## config.mk

```make
export PLATFORM = sky130hd
export DESIGN_NAME = fetch_res_queue
export DESIGN_NICKNAME = d
export VERILOG_FILES = /design/src/rtl/fetch_res_queue.sv
export SDC_FILE = /design/constraint.sdc
export NUM_CORES = 1
export LEC_CHECK = 0
export BUFFER_PORTS_ARGS = -buffer_cell sky130_fd_sc_hd__buf_2
export CAP_MARGIN = 10
export CORE_MARGIN = 2
export CORE_UTILIZATION = 51
export CTS_CLUSTER_SIZE = 16
export DETAILED_ROUTE_END_ITERATION = 10
export GPL_TIMING_DRIVEN = 0
export HOLD_SLACK_MARGIN = 0.08
export PLACE_DENSITY = 0.84
export SLEW_MARGIN = 20
export SYNTH_ARGS = -nofsm -noshare
export SYNTH_HDL_FRONTEND = slang
export SYNTH_SLANG_ARGS = --single-unit
```

## constraint.sdc

```tcl
create_clock -name clock -period 9.3 [get_ports clock]
set_input_delay 1.395 -clock clock [delete_from_list [all_inputs] [get_ports clock]]
set_output_delay 1.395 -clock clock [all_outputs]
set_load 0.03 [all_outputs]
```

## src/rtl/fetch_res_queue.sv

```systemverilog
// Fetch-result queue: slices an aligned fetch block into per-slot instructions,
// masks slots by PC offset and predicted-taken branch, and buffers packets for decode.
module fetch_res_queue #(
  parameter int FETCH_WIDTH = 2,
  parameter int DEPTH       = 4,
  parameter int XLEN        = 64,
  localparam int SW         = $clog2(FETCH_WIDTH),
  localparam int AW         = $clog2(DEPTH),
  localparam int CW         = AW + 1
) (
  input  logic                      clock,
  input  logic                      reset,
  input  logic                      io_i_valid,
  output logic                      io_o_ready,
  input  logic [XLEN-1:0]           io_i_pc,
  input  logic [32*FETCH_WIDTH-1:0] io_i_fetch_res,
  input  logic                      io_i_flush,
  input  logic                      io_i_bp_valid,
  input  logic                      io_i_bp_taken,
  input  logic [SW-1:0]             io_i_bp_select,
  input  logic [XLEN-1:0]           io_i_bp_target,
  input  logic [3:0]                io_i_bp_branch_type,
  input  logic                      io_i_presolve_valid,
  input  logic                      io_i_presolve_taken,
  output logic                      io_o_pack_valid,
  input  logic                      io_i_pack_ready,
  output logic [XLEN-1:0]           io_o_pack_pc,
  output logic [FETCH_WIDTH-1:0]    io_o_pack_valids,
  output logic [32*FETCH_WIDTH-1:0] io_o_pack_insts,
  output logic                      io_o_pack_bp_valid,
  output logic                      io_o_pack_bp_taken,
  output logic [SW-1:0]             io_o_pack_bp_select,
  output logic [XLEN-1:0]           io_o_pack_bp_target,
  output logic [3:0]                io_o_pack_bp_branch_type,
  output logic [CW-1:0]             io_o_count
);

  typedef struct packed {
    logic [XLEN-1:0]           pc;
    logic [FETCH_WIDTH-1:0]    valids;
    logic [32*FETCH_WIDTH-1:0] insts;
    logic                      bp_valid;
    logic                      bp_taken;
    logic [SW-1:0]             bp_select;
    logic [XLEN-1:0]           bp_target;
    logic [3:0]                bp_branch_type;
  } entry_t;

  entry_t              mem_q [DEPTH];
  logic [AW-1:0]       head_q, head_d;
  logic [AW-1:0]       tail_q, tail_d;
  logic [CW-1:0]       count_q, count_d;
  logic                ready_q, ready_d;

  logic [SW-1:0]          off;
  logic [FETCH_WIDTH-1:0] slot_valids;
  logic                   enq;
  logic                   deq;
  entry_t                 new_entry;
  entry_t                 head_entry;

  assign off = io_i_pc[SW+1:2];

  // Slots before the PC offset and after a predicted-taken branch are dead.
  always_comb begin
    slot_valids = '0;
    for (int k = 0; k < FETCH_WIDTH; k++) begin
      slot_valids[k] = (SW'(k) >= off) &&
                       !(io_i_bp_valid && io_i_bp_taken && (SW'(k) > io_i_bp_select));
    end
  end

  // Killed or empty packets are dropped, not back-pressured.
  assign enq = io_i_valid && ready_q && !io_i_flush &&
               !(io_i_presolve_valid && io_i_presolve_taken) && (|slot_valids);
  assign deq = (count_q != '0) && io_i_pack_ready;

  always_comb begin
    new_entry                = '0;
    new_entry.pc             = {io_i_pc[XLEN-1:SW+2], {(SW+2){1'b0}}};
    new_entry.valids         = slot_valids;
    new_entry.insts          = io_i_fetch_res;
    new_entry.bp_valid       = io_i_bp_valid;
    new_entry.bp_taken       = io_i_bp_taken;
    new_entry.bp_select      = io_i_bp_select;
    new_entry.bp_target      = io_i_bp_target;
    new_entry.bp_branch_type = io_i_bp_branch_type;
  end

  always_comb begin
    head_d  = head_q;
    tail_d  = tail_q;
    count_d = count_q;
    if (io_i_flush) begin
      head_d  = '0;
      tail_d  = '0;
      count_d = '0;
    end else begin
      if (enq) tail_d = tail_q + 1'b1;
      if (deq) head_d = head_q + 1'b1;
      case ({enq, deq})
        2'b10:   count_d = count_q + 1'b1;
        2'b01:   count_d = count_q - 1'b1;
        default: count_d = count_q;
      endcase
    end
    ready_d = (count_d < CW'(DEPTH));
  end

  always_ff @(posedge clock) begin
    if (reset) begin
      head_q  <= '0;
      tail_q  <= '0;
      count_q <= '0;
      ready_q <= 1'b1;
    end else begin
      head_q  <= head_d;
      tail_q  <= tail_d;
      count_q <= count_d;
      ready_q <= ready_d;
    end
  end

  // Storage is deliberately not reset; only pointers define validity.
  always_ff @(posedge clock) begin
    if (enq) mem_q[tail_q] <= new_entry;
  end

  assign head_entry               = mem_q[head_q];
  assign io_o_ready               = ready_q;
  assign io_o_count               = count_q;
  assign io_o_pack_valid          = (count_q != '0);
  assign io_o_pack_pc             = head_entry.pc;
  assign io_o_pack_valids         = head_entry.valids;
  assign io_o_pack_insts          = head_entry.insts;
  assign io_o_pack_bp_valid       = head_entry.bp_valid;
  assign io_o_pack_bp_taken       = head_entry.bp_taken;
  assign io_o_pack_bp_select      = head_entry.bp_select;
  assign io_o_pack_bp_target      = head_entry.bp_target;
  assign io_o_pack_bp_branch_type = head_entry.bp_branch_type;

endmodule
```

==> results of run 1 <==
==> cells in the final DEF (no fill, tap or decap), types with 7 or more instances in the layout <==
cell / Yosys / final
mux4_2: 198 / 198
buf_6: 15 / 15
buf_2: 22 / 428
diode_2: 0 / 7
clkinv_2: 0 / 9
clkbuf_1: 7 / 32
clkinv_1: 0 / 12
clkbuf_16: 0 / 78
edfxtp_1: 792 / 792
buf_16: 0 / 16
dfxtp_1: 10 / 10
==> logic make-up after synthesis <==
| family | count (synthesis) | share of synthesized area (%) |
|---|---|---|
| buffers and inverters | 52 | 1.19 |
| other | 1 | 0.0129 |
| adders and majority gates | 6 | 0.284 |
| DFF | 802 | 82.5 |
| muxes | 201 | 15.4 |
| xor gates and xnor gates | 4 | 0.120 |
| and+or+nand+nor | 20 | 0.340 |
| AOI/OAI and AO/OA | 6 | 0.159 |
==> power breakdown <==
part	total (uW)	internal (uW)	switching, uW	leakage (uW)
clock network	2980	1700	1280	0.00117
logic	304	109	196	0.00315
registers	4030	4020	11.4	0.00725
total	7320	5830	1480	0.0116
==> per-stage QoR <==
| step | cells | power, uW | setup WS, ns | instance area [sq um] | TNS (ns) |
|---|---|---|---|---|---|
| after floorplan | 1094 | 4270 | 2.32 | 29100 | 0 |
| after global placement | 2256 | 4400 | -1.48 | 32100 | -1118.87 |
| after detailed placement | 2272 | 4410 | 5.49 | 32500 | 0 |
| after CTS | 2413 | 7380 | 5.15 | 34900 | 0 |
| after global routing | 2416 | 7530 | 5.15 | 34900 | 0 |
| final | 2420 | 7320 | 5.29 | 34900 | 0 |
==> worst max path at each step <==
stage                                endpoint      startpoint  depth (start not counted)  slack (ns)
after floorplan                   mem_q[0][0]  io_i_bp_select                          3        2.32
after global placement           mem_q[0][98]  io_i_bp_select                          4       -1.48
after detailed placement         mem_q[1][98]  io_i_bp_select                          6        5.49
after CTS                 io_o_pack_insts[40]       flip-flop                          5        5.15
after global routing      io_o_pack_insts[40]       flip-flop                          5        5.15
final                     io_o_pack_insts[40]       flip-flop                          5        5.29
==> layer usage <==
layer | global-route usage [%] | up-vias
met3 | 6.18 | 107
li1 | - | 5781
met2 | 34.4 | 592
met4 | 6.87 | 20
met5 | 0 | -
met1 | 25.7 | 7056
==> critical path: stages, from the launching register on <==
cell and delay [ns]:
dfxtp_1 0.30, buf_2 0.31, buf_2 0.38, buf_2 0.39, mux4_2 0.41, buf_2 0.20
==> sequential cells by signal, summed over array words and instances, names as in the netlist, named ones only <==
signal      flops
io_o_ready      1
io_o_count      3
mem_q         792
tail_q          2
head_q          2
==> cell type report <==
class / instances / area share (%)
Tap cell: 756 / 2.71
Inverter: 4 / 0.0430
Sequential cell: 802 / 68.6
Clock inverter: 37 / 0.978
Timing Repair Buffer: 422 / 7.08
Clock buffer: 104 / 5.89
Buffer: 48 / 0.949
Multi-Input combinational cell: 240 / 13.7
Antenna cell: 7 / 0.0501
==> metrics.txt, run 1 <==
WS Path Type=flip-flop to primary output; Synth top area share=81.8%; number of synthesized flops with an enable pin=792; Least-Margin Pin Slew=0.821 ns; dominant cell by count in the synthesized netlist=edfxtp_1; placer congestion estimate=0.740; synthesis-to-finish area growth=20.1%; first-pass GRT wire length=89800 um; footprint of the multi-input gates=between 0.004 and 0.005 sq mm; area of the core=0.0564 sq mm; Worst EP required=7.91 ns; clock slew at reported path FFs=0.06 ns; hold depth=2; sequential-to-total area share from yosys stat=just over 80%; pwr dens=209 mW/mm^2; clk buf depth=3; Synth top cells by count=edfxtp_1 (792), mux4_2 (198), buf_2 (22); layout cells sized above 1=46.4%; Ports=412; area leader, netlist=edfxtp_1; fillers=between 3000 and 4000; Synth Instances=~1100; htree depth=3; skew final=roughly 0.012 ns; register-to-register setup slack=6.76 ns; final net count=1808; Most used DFF post-synth=edfxtp_1; Clock Sinks=802; classification of the worst-slack hold path=flip-flop to flip-flop; total grt overflow=0; startpoint type of the worst setup path=flip-flop; # hold bufs at CTS=0; worst-skew pair later-pin latency=0.61 ns; crit path DAT=approximately 2.6 ns; Met3 Wirelength=5320 um; post_cts resized=0; die width=243 um; DRT iter0 DRCs=1081; hpwl dp=roughly 37000 um; # Post-CTS Setup Buffers=0; WHS Endpoint=tail_q[1]; Async S/R FF share, synth=0%; final core occ=between 60% and 70%; status=completed; Static Leak=0.0116 uW; number of max-cap violations=0; r2r worst-path depth=5; fin crit period=about 4 ns; WL final=60200 um; Seq. cell area=0.0240 sq mm; M1 WL=22100 um; register bit total from synthesis=~800; Num CTS Buffers=78; highest metal used=met5; Pre-Repair DR Iteration Count=7; Worst R2R End=mem_q[1][98]; DR WL met2=31200 um; initial antenna violation count=16; Post-Syn Area per Cell=26.6 sq um; max frequency=250 MHz; antenna-violating nets left=0; worst vdd ir=0.000185 V; Initial Util=51.6%; endpoints failing setup=0; DRC errors left=0; routed length per instance=24.9 um; Slew Limit Fails=0; Slew headroom=45.3%; pin count of the biggest net entering global routing=48; CP max FO=10; CP endpoint kind=primary output; total vias in the final route=13600; Die Ht=243 um; unique cell type count in the Yosys netlist=28; CTS tree=done; via/cell ratio=roughly 5.6; synth top area cells=edfxtp_1 (82%), mux4_2 (15%), dfxtp_1 (0.69%); Cell Rows=87; crit share post-route=43.1%; Port Buf Inserts=406; GRT Util Overall=between 20 and 25%; hold wc startpoint=tail_q[1]; warnings from Yosys=0; vias in the first global route=14300; CTS Root Buffer Type=clkbuf_16; R2R Path Start=io_o_ready; final hold violations=0; Die ar.=0.0590 sq mm; synthesized area=0.0291 sq mm; WHS=about 0.51 ns; RSZ-0062 raised after global routing=false
Note: power is estimated with default switching activity, not from simulation.
==> run 2: changes to the inputs <==
--- a/config.mk
+++ b/config.mk
@@ -13,7 +13,7 @@
 export DETAILED_ROUTE_END_ITERATION = 10
 export GPL_TIMING_DRIVEN = 0
 export HOLD_SLACK_MARGIN = 0.08
-export PLACE_DENSITY = 0.84
+export PLACE_DENSITY = 0.87
 export SLEW_MARGIN = 20
 export SYNTH_ARGS = -nofsm -noshare
 export SYNTH_HDL_FRONTEND = slang
==> constraint.sdc (replaced) <==
create_clock -name clock -period 3.45 [get_ports clock]
set_input_delay 0.5175 -clock clock [delete_from_list [all_inputs] [get_ports clock]]
set_output_delay 0.5175 -clock clock [all_outputs]
set_load 0.03 [all_outputs]
==> metrics.txt, run 2 (synthesis results as in run 1) <==
status=completed; max FFs per register=792; CTS Root Buffer Type=clkbuf_16; pre-CTS setup slack=0.349 ns; RSZ-0062 raised after global routing=false; Worst EP required=2.93 ns; slowest stage delay, CP=0.45 ns; die width=between 200 and 250 um; classification of the worst-slack hold path=primary input to flip-flop; total vias in the final route=between 10000 and 15000; Static Leak=roughly 0.012 uW; worst setup margin=0.264 ns; Initial Util=51.6%; DRT iter0 DRCs=1180; Seq. cell area=0.0240 sq mm; crit path DAT=roughly 2.7 ns; first-pass GRT wire length=97500 um; WS Path Type=flip-flop to primary output; vias in the first global route=15400; # Post-CTS Setup Buffers=0; hpwl dp=39600 um; Least-Margin Pin Slew=between 0.7 and 0.8 ns; pin count of the biggest net entering global routing=49; Clock Sinks=802; sw power=4270 uW; worst-skew pair later-pin latency=0.63 ns; fin crit period=around 3.2 ns; commonest non-fill, non-tap cell in the layout=edfxtp_1; Ports=412; WL final=66100 um; final net count=roughly 1900; Die ar.=between 0.05 and 0.06 sq mm; number of max-cap violations=0; routed length per instance=26.1 um; synthesis-to-finish area growth=24.6%; footprint of the multi-input gates=0.00477 sq mm; post-placement cell area=0.0325 sq mm; skew final=0.0350 ns; GRT Util Overall=22.5%; CTS tree=done; Crit-path slowest cell=mux4_2; worst vdd ir=0.000661 V; register with the most flip-flops=mem_q; Port Buf Inserts=406; layout cells sized above 1=44.6%; CP max FO=10; max frequency=314 MHz; Cell Rows=87; Reg power frac=about 53%; commonest cells after routing, fill and taps aside=edfxtp_1 (792), buf_2 (428), mux4_2 (198), dlygate4sd3_1 (106), clkbuf_16 (80); setup TNS=0 ns; Sw Share=20.9%; Slew Limit Fails=0; crit share post-route=roughly 90%; total grt overflow=0; clk buf depth=3; antenna-violating nets left=0; DRC errors left=0; Die Ht=243 um; Slew headroom=48.6%; P_int=about 16000 uW; Pre-Repair DR Iteration Count=5; htree depth=3; Crit path top cell by count=buf_2; CP endpoint kind=primary output; proportion of power drawn by the clock network=42.3%; clock slew at reported path FFs=0.06 ns; Num CTS Buffers=80; crit path cell chain=buf_2 -> buf_2 -> buf_2 -> mux4_2 -> buf_2; post-route cell area=0.0363 sq mm; area of the core=approximately 0.056 sq mm; final hold violations=0; via/cell ratio=5.62; combinational fraction of design power=4.6%; worst path bufs/invs=4; endpoints failing setup=0; CP top delay family=buffers and inverters; initial antenna violation count=12; startpoint type of the worst setup path=flip-flop; placer congestion estimate=0.734; fillers=3570; post_cts resized=0; pwr dens=roughly 560 mW/mm^2
-- run 2: cell count changes in the layout (fill, tap and decap cells not counted), sizes merged --
| cell | before | now |
|---|---|---|
| bufinv | 5 | 8 |
| dlygate4sd3 | 0 | 106 |
| clkinvlp | 2 | 6 |
| clkinv | 24 | 34 |
| diode | 7 | 8 |
| clkbuf | 111 | 101 |
-- run 2: final timing paths --
| kind | start | end | slack [ns] | depth (start not counted) |
|---|---|---|---|---|
| worst min-delay path | io_i_pc[60] | mem_q[3][194] | 0.12 | 1 |
| worst max-delay path | flip-flop | io_o_pack_insts[45] | 0.26 | 5 |
| worst max register to register | io_o_ready | mem_q[0][107] | 0.71 | 5 |
| worst min register to register | tail_q[1] | tail_q[1] | 0.53 | 2 |
-- run 2: cell type report --
class                   count  share of cell area (%)
diodes                      8                  0.0552
plain buffers              48                   0.915
multi-input cells         240                    13.2
flip-flops and latches    802                    66.2
inverters                   4                  0.0414
clock buffers              94                    5.72
clock inverters            54                    1.66
repair buffers            528                    9.68
well taps                 756                    2.61
-- run 2: repair_timing --
item | CTS | global route
hold buffers | 106 | 0
endpoints found under the setup margin | 0 | 0
hold endpoints to repair | 376 | 0
-- run 2: stage by stage --
stage | hold WS, ns | util [%] | total power [uW] | std cells
2_1_floorplan | 0.468 | - | 11500 | 1094
3_3_place_gp | 0.483 | 56.9 | 11800 | 2256
3_5_place_dp | 0.509 | 57.6 | 11900 | 2272
4_1_cts | 0.0801 | 64.3 | 20600 | 2526
5_1_grt | 0.0901 | 64.3 | 21000 | 2532
6_report | 0.123 | 64.3 | 20500 | 2534
-- run 2: routing by layer --
layer,vias to the layer above,share of wire [%],routed length [um],track usage [%]
li1,5982,-,-,-
met1,7430,35,22900,26.4
met2,699,54,35800,40.1
met3,129,8.4,5550,6.23
met4,10,2.7,1800,7.72
met5,-,0.10,69,0
-- run 2: worst reg2reg max path, cell delays in order (launching register included) --
cell and delay, ns:
dfxtp_1 0.37, nor2b_1 0.23, o2111a_1 0.40, and2_4 0.69, buf_16 0.34, buf_16 0.33
-- run 2: power groups by stage --
stage,logic (uW),registers [uW],clock network [uW]
after floorplan,431,11100,0
after global placement,763,11100,0
after detailed placement,820,11100,0
after CTS,932,10900,8780
after global routing,988,10900,9150
final,941,10900,8660
